## src/rtl/alu_seq_pkg.sv

```systemverilog
// Shared encodings for the nibble-serial ALU sequencer and its 4-bit slice.
package alu_seq_pkg;

  localparam logic [1:0] FN_AND = 2'b00;
  localparam logic [1:0] FN_OR  = 2'b01;
  localparam logic [1:0] FN_ADD = 2'b10;
  localparam logic [1:0] FN_SLT = 2'b11;

  localparam int BINVERT = 2;

  localparam logic [2:0] OP_SUB = 3'b110;

  typedef enum logic [1:0] {
    IDLE,
    RUN,
    DONE
  } seq_state_t;

endpackage

```

## src/rtl/alu_nibble_sequencer_alu4bit.sv

```systemverilog
// Purpose: 4-bit AND/OR/ADD/SLT slice with optional B inversion and carry in.
// Latency: purely combinational.
// Backpressure: none; the caller holds the operands steady.
module ALU4Bit
  import alu_seq_pkg::*;
(
  input  logic [3:0] a,
  input  logic [3:0] b,
  input  logic       cin,
  input  logic       less,
  input  logic [2:0] op,
  output logic [3:0] result,
  output logic       cout,
  output logic       overflow,
  output logic       set,
  output logic       zero
);

  logic [3:0] bx;
  logic [4:0] sum;

  assign bx  = op[BINVERT] ? ~b : b;
  assign sum = {1'b0, a} + {1'b0, bx} + {4'b0000, cin};

  always_comb begin
    result = 4'b0000;
    case (op[1:0])
      FN_AND:  result = a & bx;
      FN_OR:   result = a | bx;
      FN_ADD:  result = sum[3:0];
      default: result = {3'b000, less};
    endcase
  end

  // Overflow and set always reflect the adder, whatever fn selects.
  assign cout     = sum[4];
  assign set      = sum[3];
  assign overflow = (a[3] == bx[3]) && (sum[3] != a[3]);
  assign zero     = (result == 4'b0000);

endmodule

```

## src/rtl/alu_nibble_sequencer.sv

```systemverilog
// Purpose: word-wide AND/OR/ADD/SUB/SLT by stepping one 4-bit ALU slice LSB nibble first.
// Latency: rsp_valid rises NIBBLES cycles after the accept edge; one op per NIBBLES+2 cycles.
// Backpressure: req_ready only in IDLE; response held stable in DONE until rsp_ready.
module alu_nibble_sequencer
  import alu_seq_pkg::*;
#(
  parameter int NIBBLES = 4
) (
  input  logic                 clk,
  input  logic                 reset,
  input  logic                 req_valid,
  output logic                 req_ready,
  input  logic [4*NIBBLES-1:0] req_a,
  input  logic [4*NIBBLES-1:0] req_b,
  input  logic [2:0]           req_op,
  output logic                 rsp_valid,
  input  logic                 rsp_ready,
  output logic [4*NIBBLES-1:0] rsp_result,
  output logic                 rsp_cout,
  output logic                 rsp_overflow,
  output logic                 rsp_zero,
  output logic                 busy
);

  localparam int W  = 4 * NIBBLES;
  localparam int IW = $clog2(NIBBLES);

  seq_state_t    state, state_nxt;
  logic [W-1:0]  a_q, b_q, res_q, res_nxt;
  logic [2:0]    op_q;
  logic [IW-1:0] idx;
  logic          carry, zacc;

  logic          accept, last, is_slt, is_arith, cin0, slt_bit;
  logic [2:0]    alu_op;
  logic [3:0]    alu_a, alu_b, alu_result;
  logic          alu_cin, alu_cout, alu_ovf, alu_set, alu_zero;

  assign req_ready = (state == IDLE);
  assign busy      = (state != IDLE);
  assign rsp_valid = (state == DONE);
  assign accept    = req_valid && req_ready;

  assign is_slt   = (op_q[1:0] == FN_SLT);
  assign is_arith = (op_q[1:0] == FN_ADD);
  // SLT is evaluated as a subtraction regardless of the binvert bit.
  assign cin0     = op_q[BINVERT] | is_slt;
  assign alu_op   = is_slt ? OP_SUB : op_q;
  assign alu_cin  = (idx == '0) ? cin0 : carry;
  assign last     = (idx == IW'(NIBBLES - 1));
  assign alu_a    = a_q[{idx, 2'b00} +: 4];
  assign alu_b    = b_q[{idx, 2'b00} +: 4];
  assign slt_bit  = alu_set ^ alu_ovf;

  ALU4Bit u_alu (
    .a        (alu_a),
    .b        (alu_b),
    .cin      (alu_cin),
    .less     (1'b0),
    .op       (alu_op),
    .result   (alu_result),
    .cout     (alu_cout),
    .overflow (alu_ovf),
    .set      (alu_set),
    .zero     (alu_zero)
  );

  always_comb begin
    res_nxt = res_q;
    res_nxt[{idx, 2'b00} +: 4] = alu_result;
  end

  always_ff @(posedge clk or posedge reset) begin
    if (reset) state <= IDLE;
    else       state <= state_nxt;
  end

  always_comb begin
    state_nxt = state;
    case (state)
      IDLE:    if (accept) state_nxt = RUN;
      RUN:     if (last) state_nxt = DONE;
      DONE:    if (rsp_ready) state_nxt = IDLE;
      default: state_nxt = IDLE;
    endcase
  end

  always_ff @(posedge clk or posedge reset) begin
    if (reset) begin
      a_q          <= '0;
      b_q          <= '0;
      op_q         <= '0;
      res_q        <= '0;
      idx          <= '0;
      carry        <= 1'b0;
      zacc         <= 1'b0;
      rsp_result   <= '0;
      rsp_cout     <= 1'b0;
      rsp_overflow <= 1'b0;
      rsp_zero     <= 1'b0;
    end else if (accept) begin
      a_q   <= req_a;
      b_q   <= req_b;
      op_q  <= req_op;
      res_q <= '0;
      idx   <= '0;
      carry <= req_op[BINVERT] | (req_op[1:0] == FN_SLT);
      zacc  <= 1'b1;
    end else if (state == RUN) begin
      res_q <= res_nxt;
      carry <= alu_cout;
      zacc  <= zacc & alu_zero;
      idx   <= last ? '0 : idx + IW'(1);
      if (last) begin
        rsp_result   <= is_slt ? {{(W-1){1'b0}}, slt_bit} : res_nxt;
        rsp_cout     <= is_arith & alu_cout;
        rsp_overflow <= is_arith & alu_ovf;
        rsp_zero     <= is_slt ? ~slt_bit : (zacc & alu_zero);
      end
    end
  end

endmodule
```

## config.mk

```make
export PLATFORM = sky130hd
export DESIGN_NAME = alu_nibble_sequencer
export DESIGN_NICKNAME = d
export VERILOG_FILES = /design/src/rtl/alu_seq_pkg.sv /design/src/rtl/alu_nibble_sequencer_alu4bit.sv /design/src/rtl/alu_nibble_sequencer.sv
export SDC_FILE = /design/constraint.sdc
export NUM_CORES = 1
export LEC_CHECK = 0
export CAP_MARGIN = 40
export CORE_UTILIZATION = 45
export DETAILED_ROUTE_END_ITERATION = 6
export PLACE_DENSITY = 0.72
export SYNTH_ARGS = -nofsm -noshare
export SYNTH_HDL_FRONTEND = slang
export SYNTH_SLANG_ARGS = --single-unit
```

## constraint.sdc

```tcl
create_clock -name clk -period 8.5 [get_ports clk]
set_input_delay 1.7 -clock clk [delete_from_list [all_inputs] [get_ports clk]]
set_output_delay 1.7 -clock clk [all_outputs]
set_load 0.01 [all_outputs]
```

# [After elaboration in Yosys (flattened, before gate mapping)]
# Cells that the tools add are included.
[op_classes] addsub=4 eq_ne=13 n_shift=4 n_mux=20 bitwise=11 reduce_logical=10
[ops] cell="$mux W16" count=3
[ops] cell="$shiftx A16 B5 Y4" count=2
[ops] cell="$bwmux W16" count=1
[ops] cell="$shift A4 B6 Y16 const A" count=1
[ops] cell="$shiftx A4 B6 Y16" count=1
[ops] cell="$eq A2 B2 Y1 const B" count=6
[ops] cell="$mux W2" count=6
[ops] cell="$pmux W4 S3" count=1
[ops] cell="$logic_not A2 Y1" count=3
[ops] cell="$mux W1" count=6
[ops] cell="$neg A4 Y6" count=1
[ops] cell="$pmux W2 S3" count=1
[ops] cell="$reduce_and A3 Y1" count=2
[ops] cell="$add A4 B4 Y5" count=1
[ops] cell="$add A5 B1 Y5" count=1
[ops] cell="$and A4 B4 Y4" count=1
[ops] cell="$eq A2 B1 Y1 const B" count=2
[ops] cell="$logic_not A4 Y1" count=1
[ops] cell="$mux W4" count=1
[ops] cell="$ne A2 B1 Y1 const B" count=2
[ops] cell="$not A4 Y4" count=1
[ops] cell="$or A4 B4 Y4" count=1
[ops] cell="$reduce_bool A2 Y1" count=2
[ops] cell="$and A1 B1 Y1" count=3
[ops] cell="other kinds (9)" count=12
[totals] register_bits=76 output_inout_bits=22

# [Longest topological paths before layout]
[logic_depth] ltp_word=10 ltp_mapped=15

# [By module]
# From an unflattened synthesis, not the netlist that was laid out.
[hier_totals] hier_cells=404 hier_area_um2=3955.0
[modules_own_cells] mod="alu_nibble_sequencer" n_inst=1 cells_per_inst=353 area_each_um2=3555.9 seq_area_each_um2=1901.8
[modules_own_cells] mod="ALU4Bit" n_inst=1 cells_per_inst=51 area_each_um2=399.1 seq_area_each_um2=0.0

# [Worst setup path after synthesis]
# No wires, ideal clock.
[synth_path] path_type="reg-to-reg" start="register idx[0]" end="register rsp_zero" arrival_ps=2982 required_time_ps=8379 setup_slack_ps=5397 stages_incl_launch_ff=13 path_buffers=0 period_less_slack_ps=3103 cell_sequence="dfrtp_1 -> mux4_1 -> xnor2_1 -> inv_1 -> fa_1 -> inv_1 -> a21o_1 -> a21oi_1 -> fa_1 -> a21oi_1 -> o21ai_0 -> and4_1 -> o22a_1"
[synth_via] elab_chain_cells=10 word_cells_on_any_way=21
[synth_lines] element="start: declaration" line_no="alu_nibble_sequencer.sv:31" rtl="logic [IW-1:0] idx;"
[synth_lines] element="start signal: assignment" line_no="alu_nibble_sequencer.sv:113" rtl="idx <= last ? '0 : idx + IW'(1);"
[synth_lines] element="parallel branches: the longest is 10 deep, another holds $add A4 B4 Y5"
[synth_lines] element="end signal: assignment" line_no="alu_nibble_sequencer.sv:118" rtl="rsp_zero <= is_slt ? ~slt_bit : (zacc & alu_zero);"
[synth_lines] element="end: declaration" line_no="alu_nibble_sequencer.sv:21" rtl="output logic rsp_zero,"
# Several ways; the timed one is not identified.
# A chain may end at the register's enable or synchronous reset.

# [Final worst setup path]
[layout_path] start="register idx[0]" end="register rsp_result[3]"
[layout_via] elab_chain_cells=9 word_cells_on_any_way=18
[layout_lines] element="$shiftx A16 B5 Y4" line_no="alu_nibble_sequencer.sv:52" rtl="assign alu_b = b_q[{idx, 2'b00} +: 4];"
[layout_lines] element="$not A4 Y4" line_no="alu_nibble_sequencer_alu4bit.sv:22" rtl="assign bx = op[BINVERT] ? ~b : b;"
[layout_lines] element="$mux W4" line_no="alu_nibble_sequencer_alu4bit.sv:22"
[layout_lines] element="$add A4 B4 Y5" line_no="alu_nibble_sequencer_alu4bit.sv:23" rtl="assign sum = {1'b0, a} + {1'b0, bx} + {4'b0000, cin};"
[layout_lines] element="$add A5 B1 Y5" line_no="alu_nibble_sequencer_alu4bit.sv:23"
[layout_lines] element="$pmux W4 S3" line_no="alu_nibble_sequencer_alu4bit.sv:27" rtl="case (op[1:0])"
[layout_lines] element="$shiftx A4 B6 Y16" line_no="alu_nibble_sequencer.sv:70" rtl="res_nxt[{idx, 2'b00} +: 4] = alu_result;"
[layout_lines] element="$bwmux W16" line_no="alu_nibble_sequencer.sv:70"
[layout_lines] element="$mux W16" line_no="alu_nibble_sequencer.sv:115" rtl="rsp_result <= is_slt ? {{(W-1){1'b0}}, slt_bit} : res_nxt;"
[layout_lines] element="end signal: assignment" line_no="alu_nibble_sequencer.sv:115"
[layout_lines] element="end: declaration" line_no="alu_nibble_sequencer.sv:18" rtl="output logic [4*NIBBLES-1:0] rsp_result,"
# Parallel ways exist; a longest one is shown, timed or not.

==> results.md <==
* Slew Limit Headroom at 0.395
* Worst hold path type: register to register
* Fin crit period at 3.79 ns
* Largest net degree at the start of global routing at 43
* Worst skew pair latency at 0.35 ns
* Mean post-synth cell area at 9.45 sq um
* EDFF count, synth at 0
* CP Launch Type: register
* Max Cap Violations at 0
* Clock-pin slew on the worst setup and hold paths at 0.08 ns
* CP endpoint kind: register
* All-Layer GR Usage at 0.207
* Vias per Instance at 5.22
* Starting Density at 0.467
* Worst Setup Path Type: register to register
* N_diodes at 0
* 1st-pass router iterations at 5
* Fin. Hold Viols at 0
* Synth cell count leaders: 144 x nand2_1, 76 x dfrtp_1, 25 x inv_1
* Synth warn at 0
* Fin area at 4760 sq um
* Syn Inst Count at 406
* Routed Antenna Nets at 0
* Max FO, Critical Path at 16
* RSZ-0062 raised after global routing: false
* Resize count post-CTS at 0
* Setup slack, reg-to-reg at 4.71 ns
* Max Freq at 264 MHz
* Setup Buffers After CTS at 0
* VDD IR max at 0.210 mV
* Final Setup Violations at 0
* Mean routed wirelength per cell at 13.9 um
* Post-synth top area share at 0.496
* DP HPWL at 5.75 mm
* Die X at 94.3 um
* # DRC at 0
* Clock Path Buffers at 2
* Final #Nets at 519
* Most instantiated library cell after synthesis: nand2_1
* Cts bufs inserted at 9
* H-tree levels at 3
* Cell area after synthesis at 3840 sq um
* Worst path arrival time at 4.06 ns
* Tot Pwr at 2.10 mW
* Gr ovfl total at 0
* Iteration-0 DRC Markers at 149
* Hold buffer count at cts at 0
* Syn_nets at 461
* Tightest Pin Transition at 0.905 ns
* Share of cells above drive strength 1 at 0.0810
* Core area at 8220 sq um
* Period utilization at 0.446
* Vias in the first global route at 3001
* Antenna violations before repair at 0
* CTS tree: built
* DIE AREA at 8900 sq um
* Slew Viols, Final at 0
* Io pins at 61
* Share of flip-flops with an asynchronous set or reset at 1.00
* Die Y at 94.3 um
* Clock Sinks at 76
* Register area share after synthesis at 0.496
* Area post-placement at 4550 sq um
* Seq cells post-synth at 76
* Area added between synthesis and finish at 23.9%
* Drt total wl at 7.98 mm
* Port Buf Inserts at 60
* Top post-synthesis cells by area: dfrtp_1 50%, nand2_1 14%, ha_1 4.2%
* Worst EP required at 8.77 ns
* Top cell type by total area after synthesis: dfrtp_1
* GP Congestion at 0.855
* Power Dens Cells at 442 nW/um^2
* Root buffer cell: clkbuf_8
* First-pass GRT wire length at 14.2 mm
* Top FF cell, synth: dfrtp_1
* Setup TNS at 0 ns
* Total leakage power at 2.21 nW
* Clock Skews at 0.0114 ns
* Num rows at 33
* Yosys cell types at 43
* Outcome: finished, final reports clean
* DR vias at 2999
## where the power goes
| group | internal (mW) | leakage, nW | switching (mW) |
|---|---|---|---|
| Clock | 0.147 | 0.105 | 0.138 |
| Sequential | 0.512 | 0.988 | 0.123 |
| Combinational | 0.504 | 1.11 | 0.676 |
## metal layers
layer | wire [um] | share of wire | global-route usage | vias up
li1 | - | - | - | 1474
met4 | 98 | 0.012 | 0.0679 | 0
met5 | 0 | 0 | 0 | -
met2 | 3750 | 0.47 | 0.319 | 77
met3 | 361 | 0.045 | 0.0370 | 10
met1 | 3770 | 0.47 | 0.297 | 1438
## worst paths after layout
| kind | startpoint | endpoint | depth (start not counted) |
|---|---|---|---|
| setup / recovery | idx[0] | rsp_result[3] | 11 |
| hold / removal | a_q[12] | a_q[12] | 2 |
| setup reg to reg | idx[0] | rsp_result[3] | 11 |
| hold reg to reg | a_q[12] | a_q[12] | 2 |
| max in group asynchronous | reset | b_q[5] | 4 |
| min in group asynchronous | reset | rsp_result[11] | 3 |
## flip-flops by register name, indices dropped and copies added, names as in the netlist
signal and count:
state 2, res_q 16, carry 1, a_q 16, rsp_result 16, rsp_zero 1, idx 2, op_q 3
zacc 1, rsp_cout 1, rsp_overflow 1, b_q 16
## cells in the final DEF (no fill, tap or decap), types with 3 or more instances in the layout
master           instances
a21oi_1                 12
a22o_1                   9
and2_1                   3
clkbuf_8                10
clkdlybuf4s50_1         60
dfrtp_1                 76
fa_1                     3
ha_1                    13
inv_1                   24
inv_2                    4
mux4_2                   6
nand2_1                144
nand3_1                  3
nor2_1                   8
nor2b_1                  7
o21ai_0                 24
o22ai_1                 14
o31ai_1                  4
xnor2_1                  4
## logic make-up after synthesis
family                     Yosys count  synth area share
and+or+nand+nor                    176             0.191
AOI/OAI and AO/OA                   77             0.137
DFF                                 76             0.496
buffers and inverters               45            0.0496
adders and majority gates           16            0.0580
muxes                               10            0.0551
xor gates and xnor gates             6            0.0137
## critical path: stages (launching register included)
cell and delay, ns:
dfrtp_1 0.82, mux4_1 0.66, xnor2_1 0.20, inv_1 0.11, fa_1 0.44, inv_1 0.07, a21o_1 0.10, a21oi_1 0.08
fa_1 0.51, mux2i_2 0.40, a22oi_1 0.14, o21ai_0 0.17
## through the flow
stage | setup slack (ns) | hold slack (ns) | cells | utilization
after detailed placement | 4.74 | 0.463 | 558 | 0.553
after global placement | 4.85 | 0.453 | 556 | 0.548
after floorplan | 4.86 | 0.437 | 406 | -
after global routing | 4.39 | 0.496 | 574 | 0.579
final | 4.71 | 0.480 | 574 | 0.579
after CTS | 4.68 | 0.484 | 574 | 0.579
## cell type report
| class | count | area, sq um |
|---|---|---|
| multi-input combinational | 285 | 1750 |
| clock inverter | 6 | 71.3 |
| fill | 736 | 3460 |
| tap | 105 | 131 |
| inverter | 28 | 105 |
| sequential | 76 | 1900 |
| clock buffer | 10 | 138 |
| timing repair buffer | 64 | 663 |
(Power assumes the default switching activity.)
